[src/rtl/bram_arb_pkg.sv]
// Shared types and default sizing for the two-requester BRAM port-A arbiter.
//   req_id_t : requester identity (REQ0 / REQ1)
//   rd_tag_t : in-flight read tag (valid + owner), carried alongside BRAM latency
//   AW_DEF / DW_DEF / RD_LAT_DEF : default address width, data width, read latency
package bram_arb_pkg;

    typedef enum logic {
        REQ0 = 1'b0,
        REQ1 = 1'b1
    } req_id_t;

    typedef struct packed {
        logic    valid;
        req_id_t owner;
    } rd_tag_t;

    localparam int unsigned AW_DEF     = 10;
    localparam int unsigned DW_DEF     = 32;
    localparam int unsigned RD_LAT_DEF = 2;

endpackage

[src/rtl/bram_port_arbiter_if.sv]
// Bundle of the requester-side handshake signals and the BRAM port-A signals
// served by bram_port_arbiter.
//   master : the parent side (requesters drive req/we/addr/wdata, BRAM drives bram_rd_data)
//   slave  : the arbiter side (drives ack, rd_valid, rd_data and the BRAM command)
interface bram_port_arbiter_if
    import bram_arb_pkg::*;
#(
    parameter int unsigned AW = AW_DEF,
    parameter int unsigned DW = DW_DEF
);

    logic          req_0;
    logic          req_1;
    logic          we_0;
    logic          we_1;
    logic [AW-1:0] addr_0;
    logic [AW-1:0] addr_1;
    logic [DW-1:0] wdata_0;
    logic [DW-1:0] wdata_1;
    logic          ack_0;
    logic          ack_1;
    logic          rd_valid_0;
    logic          rd_valid_1;
    logic [DW-1:0] rd_data;

    logic          bram_we;
    logic          bram_en_a;
    logic [AW-1:0] bram_addr;
    logic [DW-1:0] bram_wr_data;
    logic [DW-1:0] bram_rd_data;

    modport master (
        output req_0, req_1, we_0, we_1, addr_0, addr_1, wdata_0, wdata_1,
        output bram_rd_data,
        input  ack_0, ack_1, rd_valid_0, rd_valid_1, rd_data,
        input  bram_we, bram_en_a, bram_addr, bram_wr_data
    );

    modport slave (
        input  req_0, req_1, we_0, we_1, addr_0, addr_1, wdata_0, wdata_1,
        input  bram_rd_data,
        output ack_0, ack_1, rd_valid_0, rd_valid_1, rd_data,
        output bram_we, bram_en_a, bram_addr, bram_wr_data
    );

endinterface

[src/rtl/bram_rd_tag_pipe.sv]
// Delay line that carries a read tag for RD_LAT cycles so it emerges in the
// same cycle as the matching bram_rd_data. Synchronous clear drops every
// in-flight tag.
//   clk, rst : clock, synchronous active-high clear
//   tag_in   : tag launched together with the BRAM command
//   tag_out  : tag aligned with valid bram_rd_data
module bram_rd_tag_pipe
    import bram_arb_pkg::*;
#(
    parameter int unsigned RD_LAT = RD_LAT_DEF
) (
    input  logic    clk,
    input  logic    rst,
    input  rd_tag_t tag_in,
    output rd_tag_t tag_out
);

    rd_tag_t [RD_LAT-1:0] stage;

    always_ff @(posedge clk) begin
        if (rst) begin
            stage <= '0;
        end else begin
            stage[0] <= tag_in;
            for (int unsigned i = 1; i < RD_LAT; i++) begin
                stage[i] <= stage[i-1];
            end
        end
    end

    assign tag_out = stage[RD_LAT-1];

endmodule

[src/rtl/bram_port_arbiter.sv]
// Round-robin arbiter sharing one BRAM port A between two requesters.
// One request is acknowledged per cycle (combinational ack), the winning
// command is registered onto the BRAM port the next cycle, and read results
// are returned RD_LAT+2 cycles after ack on the shared rd_data with a
// one-cycle rd_valid pulse for the owner.
//   clk, rst : clock, synchronous active-high reset
//   bus      : requester handshake + BRAM port-A signals (slave modport)
module bram_port_arbiter
    import bram_arb_pkg::*;
#(
    parameter int unsigned AW     = AW_DEF,
    parameter int unsigned DW     = DW_DEF,
    parameter int unsigned RD_LAT = RD_LAT_DEF
) (
    input  logic               clk,
    input  logic               rst,
    bram_port_arbiter_if.slave bus
);

    logic          grant_0;
    logic          grant_1;
    req_id_t       prio;
    req_id_t       sel_owner;
    logic          sel_we;
    logic [AW-1:0] sel_addr;
    logic [DW-1:0] sel_wdata;

    logic          cmd_en;
    logic          cmd_we;
    logic [AW-1:0] cmd_addr;
    logic [DW-1:0] cmd_wdata;
    rd_tag_t       issue_tag;
    rd_tag_t       ret_tag;

    logic [DW-1:0] rd_data_q;
    logic          rd_valid_0_q;
    logic          rd_valid_1_q;

    // prio names the requester that wins a tie.
    always_comb begin
        grant_0 = 1'b0;
        grant_1 = 1'b0;
        if (!rst) begin
            grant_0 = bus.req_0 && (!bus.req_1 || prio == REQ0);
            grant_1 = bus.req_1 && (!bus.req_0 || prio == REQ1);
        end
    end

    always_comb begin
        sel_owner = REQ0;
        sel_we    = bus.we_0;
        sel_addr  = bus.addr_0;
        sel_wdata = bus.wdata_0;
        if (grant_1) begin
            sel_owner = REQ1;
            sel_we    = bus.we_1;
            sel_addr  = bus.addr_1;
            sel_wdata = bus.wdata_1;
        end
    end

    // issue_tag is registered with the command so it sits in the same cycle
    // as bram_en_a; the tag pipe then adds exactly the BRAM read latency.
    always_ff @(posedge clk) begin
        if (rst) begin
            prio      <= REQ0;
            cmd_en    <= 1'b0;
            cmd_we    <= 1'b0;
            cmd_addr  <= '0;
            cmd_wdata <= '0;
            issue_tag <= '0;
        end else if (grant_0 || grant_1) begin
            prio            <= grant_0 ? REQ1 : REQ0;
            cmd_en          <= 1'b1;
            cmd_we          <= sel_we;
            cmd_addr        <= sel_addr;
            cmd_wdata       <= sel_wdata;
            issue_tag.valid <= !sel_we;
            issue_tag.owner <= sel_owner;
        end else begin
            cmd_en    <= 1'b0;
            cmd_we    <= 1'b0;
            issue_tag <= '0;
        end
    end

    bram_rd_tag_pipe #(
        .RD_LAT (RD_LAT)
    ) u_tag_pipe (
        .clk     (clk),
        .rst     (rst),
        .tag_in  (issue_tag),
        .tag_out (ret_tag)
    );

    always_ff @(posedge clk) begin
        if (rst) begin
            rd_data_q    <= '0;
            rd_valid_0_q <= 1'b0;
            rd_valid_1_q <= 1'b0;
        end else begin
            rd_valid_0_q <= ret_tag.valid && ret_tag.owner == REQ0;
            rd_valid_1_q <= ret_tag.valid && ret_tag.owner == REQ1;
            if (ret_tag.valid) begin
                rd_data_q <= bus.bram_rd_data;
            end
        end
    end

    assign bus.ack_0        = grant_0;
    assign bus.ack_1        = grant_1;
    assign bus.bram_en_a    = cmd_en;
    assign bus.bram_we      = cmd_we;
    assign bus.bram_addr    = cmd_addr;
    assign bus.bram_wr_data = cmd_wdata;
    assign bus.rd_data      = rd_data_q;
    assign bus.rd_valid_0   = rd_valid_0_q;
    assign bus.rd_valid_1   = rd_valid_1_q;

endmodule

[src/flat_wrapper.sv]
// flat-port wrapper written by rule: the top's interface ports become plain ports
module bram_port_arbiter_flat import bram_arb_pkg::*;
#(
    parameter int unsigned AW     = AW_DEF,
    parameter int unsigned DW     = DW_DEF,
    parameter int unsigned RD_LAT = RD_LAT_DEF
)
  (clk, rst, bus_req_0, bus_req_1, bus_we_0, bus_we_1, bus_addr_0, bus_addr_1, bus_wdata_0, bus_wdata_1, bus_bram_rd_data, bus_ack_0, bus_ack_1, bus_rd_valid_0, bus_rd_valid_1, bus_rd_data, bus_bram_we, bus_bram_en_a, bus_bram_addr, bus_bram_wr_data);
  bram_port_arbiter_if #(.AW(AW), .DW(DW)) bus_i ();
  input  logic clk;
  input  logic rst;
  input wire logic [$bits(bus_i.req_0)-1:0] bus_req_0;
  input wire logic [$bits(bus_i.req_1)-1:0] bus_req_1;
  input wire logic [$bits(bus_i.we_0)-1:0] bus_we_0;
  input wire logic [$bits(bus_i.we_1)-1:0] bus_we_1;
  input wire logic [$bits(bus_i.addr_0)-1:0] bus_addr_0;
  input wire logic [$bits(bus_i.addr_1)-1:0] bus_addr_1;
  input wire logic [$bits(bus_i.wdata_0)-1:0] bus_wdata_0;
  input wire logic [$bits(bus_i.wdata_1)-1:0] bus_wdata_1;
  input wire logic [$bits(bus_i.bram_rd_data)-1:0] bus_bram_rd_data;
  output wire logic [$bits(bus_i.ack_0)-1:0] bus_ack_0;
  output wire logic [$bits(bus_i.ack_1)-1:0] bus_ack_1;
  output wire logic [$bits(bus_i.rd_valid_0)-1:0] bus_rd_valid_0;
  output wire logic [$bits(bus_i.rd_valid_1)-1:0] bus_rd_valid_1;
  output wire logic [$bits(bus_i.rd_data)-1:0] bus_rd_data;
  output wire logic [$bits(bus_i.bram_we)-1:0] bus_bram_we;
  output wire logic [$bits(bus_i.bram_en_a)-1:0] bus_bram_en_a;
  output wire logic [$bits(bus_i.bram_addr)-1:0] bus_bram_addr;
  output wire logic [$bits(bus_i.bram_wr_data)-1:0] bus_bram_wr_data;
  assign bus_i.req_0 = bus_req_0;
  assign bus_i.req_1 = bus_req_1;
  assign bus_i.we_0 = bus_we_0;
  assign bus_i.we_1 = bus_we_1;
  assign bus_i.addr_0 = bus_addr_0;
  assign bus_i.addr_1 = bus_addr_1;
  assign bus_i.wdata_0 = bus_wdata_0;
  assign bus_i.wdata_1 = bus_wdata_1;
  assign bus_i.bram_rd_data = bus_bram_rd_data;
  assign bus_ack_0 = bus_i.ack_0;
  assign bus_ack_1 = bus_i.ack_1;
  assign bus_rd_valid_0 = bus_i.rd_valid_0;
  assign bus_rd_valid_1 = bus_i.rd_valid_1;
  assign bus_rd_data = bus_i.rd_data;
  assign bus_bram_we = bus_i.bram_we;
  assign bus_bram_en_a = bus_i.bram_en_a;
  assign bus_bram_addr = bus_i.bram_addr;
  assign bus_bram_wr_data = bus_i.bram_wr_data;
  bram_port_arbiter #(.AW(AW), .DW(DW), .RD_LAT(RD_LAT)) u_core (.clk(clk), .rst(rst), .bus(bus_i));
endmodule
[config.mk]
export PLATFORM = sky130hd
export DESIGN_NAME = bram_port_arbiter_flat
export DESIGN_NICKNAME = d
export VERILOG_FILES = /design/src/rtl/bram_arb_pkg.sv /design/src/rtl/bram_port_arbiter_if.sv /design/src/rtl/bram_rd_tag_pipe.sv /design/src/rtl/bram_port_arbiter.sv /design/src/flat_wrapper.sv
export SDC_FILE = /design/constraint.sdc
export NUM_CORES = 1
export LEC_CHECK = 0
export BUFFER_PORTS_ARGS = -buffer_cell sky130_fd_sc_hd__buf_2
export CAP_MARGIN = 20
export CORE_UTILIZATION = 47
export DETAILED_ROUTE_END_ITERATION = 12
export GPL_TIMING_DRIVEN = 0
export MAX_ROUTING_LAYER = met4
export PLACE_DENSITY = 0.88
export SETUP_SLACK_MARGIN = 0.02
export SLEW_MARGIN = 20
export SYNTH_ARGS = -nofsm -noshare
export SYNTH_HDL_FRONTEND = slang
export SYNTH_HIERARCHICAL = 1
export SYNTH_SLANG_ARGS = --single-unit
[constraint.sdc]
create_clock -name clk -period 2.2 [get_ports clk]
set_clock_uncertainty 0.15 [all_clocks]
set_input_delay 0.33 -clock clk [delete_from_list [all_inputs] [get_ports clk]]
set_output_delay 0.33 -clock clk [all_outputs]
set_load 0.02 [all_outputs]
==> metrics.cfg, run 1 <==
[grt]
grtUsageMet2_pct=43.57
busiest_layer=met2
grt_pass1_vias=3203
antenna_found_initial=0
use_met3_pct=6.094
grt_pass1_wl_um=14370
track_usage_pct=24.39
grt_max_degree=16
grt_util_met1_pct=25.78
gr-total-overflow=0

[clock_tree]
cts_tree=built
cts_buffers=9
htree_levels=3
cts-hold-fix-buffers=0
clockRootBuffer=clkbuf_8
cts.clk_slew.worst_paths_ns=0.09
cts-resized-gates=0
clk_latency_ns=0.33
cts_sinks=85
clock_tree.buffer_depth=2
post_cts_buffers=0

[floorplan]
boundaryPins=202
initial_core_util_pct=48.68
die_area_mm2=0.007904
fp-row-count=31
coreArea_mm2=0.007292
die_h_um=88.91
chipWidth_um=88.91

[synthesis]
synth_warnings=6
netlist_instances=334
syn_area_per_cell_um2=10.63
yosysTopAreaCellShare_pct=47.94
seq_area_frac_synth_pct=47.94
synth-seq-cells=85
yosysTopAreaCell=dfxtp_1
synth_area_mm2=0.003550
ys_types=27
synthesis.nets=456
yosys-top-cells-area=dfxtp_1 48%, a221o_1 12%, mux2i_1 9.0%

[layout]
multiInputGateArea_mm2=0.001444
n_antenna_cell=0
drive_gt1_share_pct=47.01
nets=668
regArea_mm2=0.001702
final_cell_area_mm2=0.004877
areaGrowthSynthToFinish_pct=37.40
fillers=633

[sta]
holdWs_ns=0.05957
report.final.slew_viol_count=0
tns_ns=0
post-route-period-util_pct=92.84
hold_viol=0
max_slew_margin_pct=56.46
rsz0062_at_grt=no
max_freq_mhz=489.6
setup_viol=0
fin_crit_ns=2.043
worst_slew_pin_slew_ns=0.6367

[drt]
num_vias=3425
vias_per_cell=5.269
wl_per_cell_um=14.93
drc=0
first_iter_violations=100
ant_nets=0
firstDrtPassIters=4
totalWireLength_um=9702

[power]
p_leak_nw=2.405
peakVddDrop_v=0.0003131
total_power_w=0.003334
power_density_mw_per_mm2=683.6

[placement]
placed_area_mm2=0.004679
gp_congestion=0.8364
numPortBuffers=201
hpwl_um=7439

[setup_path]
r2r-end=u_core/bus.bram_wr_data[2]$_SDFFE_PP0P_
cp-end-kind=output pin
start_kind=flop
critPathLaunch=u_core/prio$_SDFFE_PP0P_
r2r_start=u_core/prio$_SDFFE_PP0P_
rr_worst_depth=4
rrSetupSlack_ns=0.49
cp_data_required_time_ns=1.72
path_max_fanout=10
arrival_ns=1.56
critical_path_class=flop to output pin

[min_path]
holdPathEnd=u_core/bus.bram_wr_data[27]$_SDFFE_PP0P_
hp-class=input port to flop
whs_path_depth=2
hold_path_startpoint=bus_wdata_1[27]

[status]
outcome=completed

[flow_run]
drv_cap=0

## worst max-delay path by stage
stage          slack, ns                                       to  cells after the start
4_1_cts             0.12                                bus_ack_0                      5
2_1_floorplan       0.69                                bus_ack_0                      4
3_5_place_dp        0.23  u_core/bus.bram_wr_data[2]$_SDFFE_PP0P_                      5
5_1_grt             0.02                                bus_ack_0                      5
3_3_place_gp        0.30                                bus_ack_1                      6
6_report            0.16                                bus_ack_0                      5
## layout make-up
| class | count | area share [%] |
|---|---|---|
| Sequential cell | 85 | 34.89 |
| Multi-Input combinational cell | 168 | 29.60 |
| Timing Repair Buffer | 201 | 20.63 |
| Buffer | 37 | 4.900 |
| Inverter | 44 | 3.386 |
| Clock buffer | 10 | 2.617 |
| Tap cell | 99 | 2.540 |
| Clock inverter | 6 | 1.437 |
## flip-flops by register name (all words and copies together), names as in the netlist
name,cells
u_core/bus.rd_valid_1,1
u_core/issue_tag,2
u_core/u_tag_pipe/stage,2
u_core/u_tag_pipe/tag_out,2
u_core/bus.rd_valid_0,1
u_core/prio,1
u_core/bus.bram_we,1
u_core/bus.bram_en_a,1
u_core/bus.bram_wr_data,32
u_core/bus.bram_addr,10
u_core/bus.rd_data,32
## per-stage QoR
stage / std cells / utilization [%] / worst slack (ns)
after floorplan: 334 / - / 0.6922
after global placement: 634 / 64.17 / 0.3002
after detailed placement: 634 / 64.17 / 0.2307
after CTS: 650 / 66.88 / 0.1216
after global routing: 650 / 66.88 / 0.02058
final: 650 / 66.88 / 0.1574
## cell usage after synthesis (all sizes together)
library cell	n
a2111oi	42
a21boi	1
a21oi	1
a221o	42
and2	1
and3	2
buf	30
clkbuf	7
dfxtp	85
inv	44
mux2i	32
nand2b	1
nor2	36
nor2b	5
nor3	1
nor3b	1
o2111ai	1
o21a	1
o21ai	1
## critical path, stage by stage, from the launching register on
cell and delay [ns]:
dfxtp_1 0.32, buf_4 0.18, buf_2 0.29, a21oi_1 0.12, and2_1 0.17, buf_2 0.15
## cell usage in the layout, fill, tap and decap left out, types with 9 or more instances in the layout
master,synthesis,final
a221o_1,42,42
a2111oi_0,26,26
inv_1,44,44
clkbuf_8,0,9
nor2_1,35,35
dfxtp_1,85,85
buf_2,15,216
buf_6,9,9
a2111oi_2,10,10
mux2i_1,32,32
## layer usage
| metal | vias up | part of all wire (%) |
|---|---|---|
| met2 | 159 | 51 |
| met5 | - | 0 |
| met1 | 1598 | 41 |
| li1 | 1657 | - |
| met3 | 11 | 7.4 |
| met4 | 0 | 1.0 |
## power breakdown
group / leakage (nW) / internal (W) / switching, W
sequential: 0.697 / 0.00162 / 0.0000425
combinational: 1.62 / 0.000251 / 0.000327
clock: 0.0895 / 0.000533 / 0.000558
total: 2.41 / 0.00241 / 0.000927
## cell families (layout without fill, tap and decap cells)
family	after synthesis	count (layout)	synth area share [%]
AO/OA/AOI/OAI	89	89	25.13
buffers and inverters	81	298	11.39
flip-flops	85	85	47.94
multiplexers	32	32	9.024
AND/OR/NAND/NOR	47	47	6.521
No activity file was read; power rests on OpenSTA's default activity.
==> inputs of run 2 (changes only) <==
==> constraint.sdc (replaced) <==
create_clock -name clk -period 2.2 [get_ports clk]
set_clock_uncertainty 0.15 [all_clocks]
set_input_delay 0.11 -clock clk [delete_from_list [all_inputs] [get_ports clk]]
set_output_delay 0.11 -clock clk [all_outputs]
set_load 0.02 [all_outputs]
==> metrics.cfg, run 2 (synthesis gave the netlist of run 1 again) <==
[setup_path]
rrSetupSlack_ns=0.30
path_max_fanout=10
cp_data_required_time_ns=2.34
cp.buffers_inverters=5
critical_path_class=input port to flop
cp-end-kind=flop
arrival_ns=2.22
start_kind=input port
crit_family=buffers and inverters
cp_cell_sequence=dlygate4sd3_1 -> buf_2 -> inv_1 -> buf_2 -> o2111ai_1 -> a21boi_0 -> dlygate4sd3_1
slowest_delay_ns=0.55
crit_slowest_cell=dlygate4sd3_1

[grt]
grt_pass1_wl_um=18550
grt_util_met1_pct=33.89
use_met3_pct=7.479
grtUsageMet2_pct=56.36
gr-total-overflow=0
grt_pass1_vias=3892
busiest_layer=met2
antenna_found_initial=0
track_usage_pct=32.17
grt_max_degree=16

[clock_tree]
cts_tree=built
htree_levels=3
clk_latency_ns=0.34
cts_sinks=85
cts_buffers=9
clockRootBuffer=clkbuf_8
cts.clk_slew.worst_paths_ns=0.09
clock_tree.buffer_depth=2
cts-resized-gates=0

[sta]
max_slew_margin_pct=54.96
setup_viol=0
report.final.slew_viol_count=0
worst_slew_pin_slew_ns=0.6586
hold_viol=0
fin_crit_ns=2.081
post-route-period-util_pct=94.60
max_freq_mhz=480.5
tns_ns=0
rsz0062_at_grt=no

[layout]
fin_cells=730
areaGrowthSynthToFinish_pct=59.96
final_cell_mix=216 x buf_2, 85 x dfxtp_1, 80 x dlygate4sd3_1, 44 x inv_1, 42 x a221o_1
utilization_pct=77.87
layout_commonest_cell=buf_2
fillers=489
n_antenna_cell=0
nets=748
drive_gt1_share_pct=41.05

[drt]
vias_per_cell=5.401
ant_nets=0
first_iter_violations=189
drc=0
wl_per_cell_um=17.18
num_vias=3943
firstDrtPassIters=4
totalWireLength_um=12550

[placement]
dp_cells=634
hpwl_um=7439
gp_congestion=0.8364
numPortBuffers=201

[min_path]
hp-class=input port to flop

[power]
peakVddDrop_v=0.0003268
p_leak_nw=2.741
power_density_mw_per_mm2=614.5
total_power_w=0.003489

[floorplan]
chipWidth_um=88.91
coreArea_mm2=0.007292
die_area_mm2=0.007904
boundaryPins=202
fp-row-count=31
die_h_um=88.91
initial_core_util_pct=48.68

[flow_run]
drv_cap=0

[status]
outcome=completed

[run 2: where the power goes]
| part | switching (W) | internal [W] | leakage [nW] |
|---|---|---|---|
| Combinational | 0.000368 | 0.000345 | 1.95 |
| Clock | 0.000575 | 0.000533 | 0.0895 |
| Sequential | 0.0000456 | 0.00162 | 0.697 |
[run 2: through the flow]
stage	cell area (µm²)	hold slack [ns]	setup slack, ns
finish	5678	0.09435	0.1189
detailed placement	4679	0.1887	0.4507
floorplan	3550	0.03161	0.8250
global route	5678	0.08003	0.03151
global placement	4679	0.1836	0.5423
CTS	5678	0.06786	0.1072
[run 2: final timing paths]
kind / cells after the start / to / start
max: 7 / u_core/bus.bram_we$_SDFF_PP0_ / bus_req_0
min: 4 / u_core/bus.bram_wr_data[10]$_SDFFE_PP0P_ / bus_wdata_0[10]
max reg2reg: 5 / u_core/bus.bram_we$_SDFF_PP0_ / u_core/prio$_SDFFE_PP0P_
min reg2reg: 1 / u_core/u_tag_pipe/stage[0]$_SDFF_PP0_ / u_core/issue_tag[0]$_SDFF_PP0_
[run 2: worst min-delay path, stage by stage]
cell,delay [ns]
buf_2,0.09
inv_1,0.04
a2111oi_1,0.04
a221o_1,0.25
[run 2: layout make-up]
cell class                      instances  area [µm²]  area share, %
Timing Repair Buffer                  281        1807          31.82
Sequential cell                        85        1702          29.97
Multi-Input combinational cell        168        1444          25.43
Buffer                                 37       239.0          4.209
Inverter                               44       165.2          2.909
Clock buffer                           10       127.6          2.248
Tap cell                               99       123.9          2.182
Clock inverter                          6       70.07          1.234
[run 2: timing repair]
action / in CTS / in global routing
hold buffers: 80 / 0
setup buffers: 0 / 0
endpoints found under the hold margin: 83 / 0
[run 2: layer usage]
layer  routed length, µm  vias up
li1                    -     1818
met1                4834     1850
met2                6375      238
met3                 986       37
met4                 348        0
met5                   0        -
==> inputs of run 3 (changes only) <==
--- a/config.mk
+++ b/config.mk
@@ -12,6 +12,7 @@
 export GPL_TIMING_DRIVEN = 0
 export MAX_ROUTING_LAYER = met4
 export PLACE_DENSITY = 0.88
+export REMOVE_ABC_BUFFERS = 1
 export SETUP_SLACK_MARGIN = 0.02
 export SLEW_MARGIN = 20
 export SYNTH_ARGS = -nofsm -noshare
==> metrics.cfg, run 3 (synthesis gave the netlist of run 1 again) <==
[status]
outcome=completed

[grt]
grt_pass1_wl_um=19180
antenna_found_initial=0
grt_max_degree=55
grtUsageMet2_pct=54.48
gr-total-overflow=0
grt_pass1_vias=3822
grt_util_met1_pct=36.97
track_usage_pct=33.39
use_met3_pct=8.033
busiest_layer=met2

[layout]
layout_commonest_cell=buf_2
utilization_pct=76.01
nets=715
fillers=466
n_antenna_cell=0
multiInputGateArea_mm2=0.001468
final_cell_mix=200 x buf_2, 83 x dfxtp_1, 77 x dlygate4sd3_1, 43 x inv_1, 42 x a221o_1
areaGrowthSynthToFinish_pct=56.15
regArea_mm2=0.001704
fin_cells=697
drive_gt1_share_pct=40.30
final_cell_area_mm2=0.005543

[setup_path]
cp_data_required_time_ns=1.94
critPathLaunch=u_core/prio$_SDFFE_PP0P_
cp-end-kind=output pin
rrSetupSlack_ns=0.35
rr_worst_depth=3
endpoint=bus_ack_1
r2r-end=u_core/bus.bram_wr_data[2]$_SDFFE_PP0P_
path_max_fanout=17
critical_path_class=flop to output pin
r2r_start=u_core/prio$_SDFFE_PP0P_
arrival_ns=1.79
start_kind=flop

[drt]
vias_per_cell=5.636
firstDrtPassIters=5
first_iter_violations=224
totalWireLength_um=13310
num_vias=3928
drc=0
ant_nets=0
wl_per_cell_um=19.10

[placement]
hpwl_um=6759
numPortBuffers=201
gp_congestion=0.7702
placed_area_mm2=0.004549
dp_cells=602

[min_path]
hp-class=input port to flop

[clock_tree]
cts_buffers=9
post_cts_buffers=0
cts_tree=built
clock_tree.buffer_depth=2
cts.clk_slew.worst_paths_ns=0.10
clk_latency_ns=0.35
htree_levels=3
cts_sinks=85
clockRootBuffer=clkbuf_8

[floorplan]
fp-row-count=31
coreArea_mm2=0.007292
die_area_mm2=0.007904
boundaryPins=202
chipWidth_um=88.91
initial_core_util_pct=48.68
die_h_um=88.91

[sta]
fin_crit_ns=2.047
post-route-period-util_pct=93.05
worst_slew_pin_slew_ns=0.9872
setup_viol=0
rsz0062_at_grt=no
report.final.slew_viol_count=0
max_freq_mhz=488.5
tns_ns=0
max_slew_margin_pct=34.19
hold_viol=0
holdWs_ns=0.07969

[power]
power_density_mw_per_mm2=635.9
peakVddDrop_v=0.0003518
p_leak_nw=2.625

[flow_run]
drv_cap=0

==> run 3: layout make-up <==
class                      count  area share [%]
tap                           99           2.235
clock inverter                 7           1.467
inverter                      44           2.980
multi-input combinational    170           26.48
sequential                    85           30.74
timing repair buffer         283           33.86
clock buffer                   9           2.235
==> run 3: worst min-delay path by stage <==
stage                               start                                  endpoint  slack (ns)  depth (start not counted)
after floorplan                       rst     u_core/u_tag_pipe/stage[0]$_SDFF_PP0_        0.03                          1
after global placement    bus_wdata_1[24]  u_core/bus.bram_wr_data[24]$_SDFFE_PP0P_        0.18                          2
after detailed placement  bus_wdata_1[31]  u_core/bus.bram_wr_data[31]$_SDFFE_PP0P_        0.19                          2
after CTS                   bus_addr_0[1]      u_core/bus.bram_addr[1]$_SDFFE_PP0P_        0.06                          4
after global routing      bus_wdata_0[11]  u_core/bus.bram_wr_data[11]$_SDFFE_PP0P_        0.08                          4
final                                 rst           u_core/bus.bram_en_a$_SDFF_PP0_        0.08                          2
==> run 3: per-stage QoR <==
step	total power, W	setup slack [ns]
3_5_place_dp	0.002258	-0.1930
5_1_grt	0.003668	0.08004
3_3_place_gp	0.002221	-1.344
4_1_cts	0.003498	0.07113
2_1_floorplan	0.001966	-0.08514
6_report	0.003525	0.1530
==> run 3: timing repair <==
| action | 4_1_cts | 5_1_grt |
|---|---|---|
| endpoints found under the setup margin | 1 | 21 |
| hold buffers | 77 | 0 |
| gates resized for setup | 0 | 1 |
| pin swaps | 1 | 0 |
| endpoints found under the hold margin | 78 | 0 |
| cloned | 2 | 0 |
==> run 3: worst max-delay path, cell delays in order, from the launching register on <==
cell	delay (ns)
dfxtp_2	0.66
nor2b_4	0.14
nor2_4	0.38
buf_2	0.25
==> run 3: report_power, final <==
group | switching (W) | internal, W | leakage (nW) | total [W]
registers | 0.0000603 | 0.00162 | 0.698 | 0.00168
clock network | 0.000611 | 0.000541 | 0.0944 | 0.00115
logic | 0.000361 | 0.000329 | 1.83 | 0.000690
==> run 3: layer usage <==
layer | vias up | share of wire [%] | wire [µm]
li1 | 1752 | - | -
met1 | 1827 | 37 | 4941
met2 | 294 | 48 | 6386
met3 | 55 | 11 | 1406
met4 | 0 | 4.3 | 575
met5 | - | 0 | 0
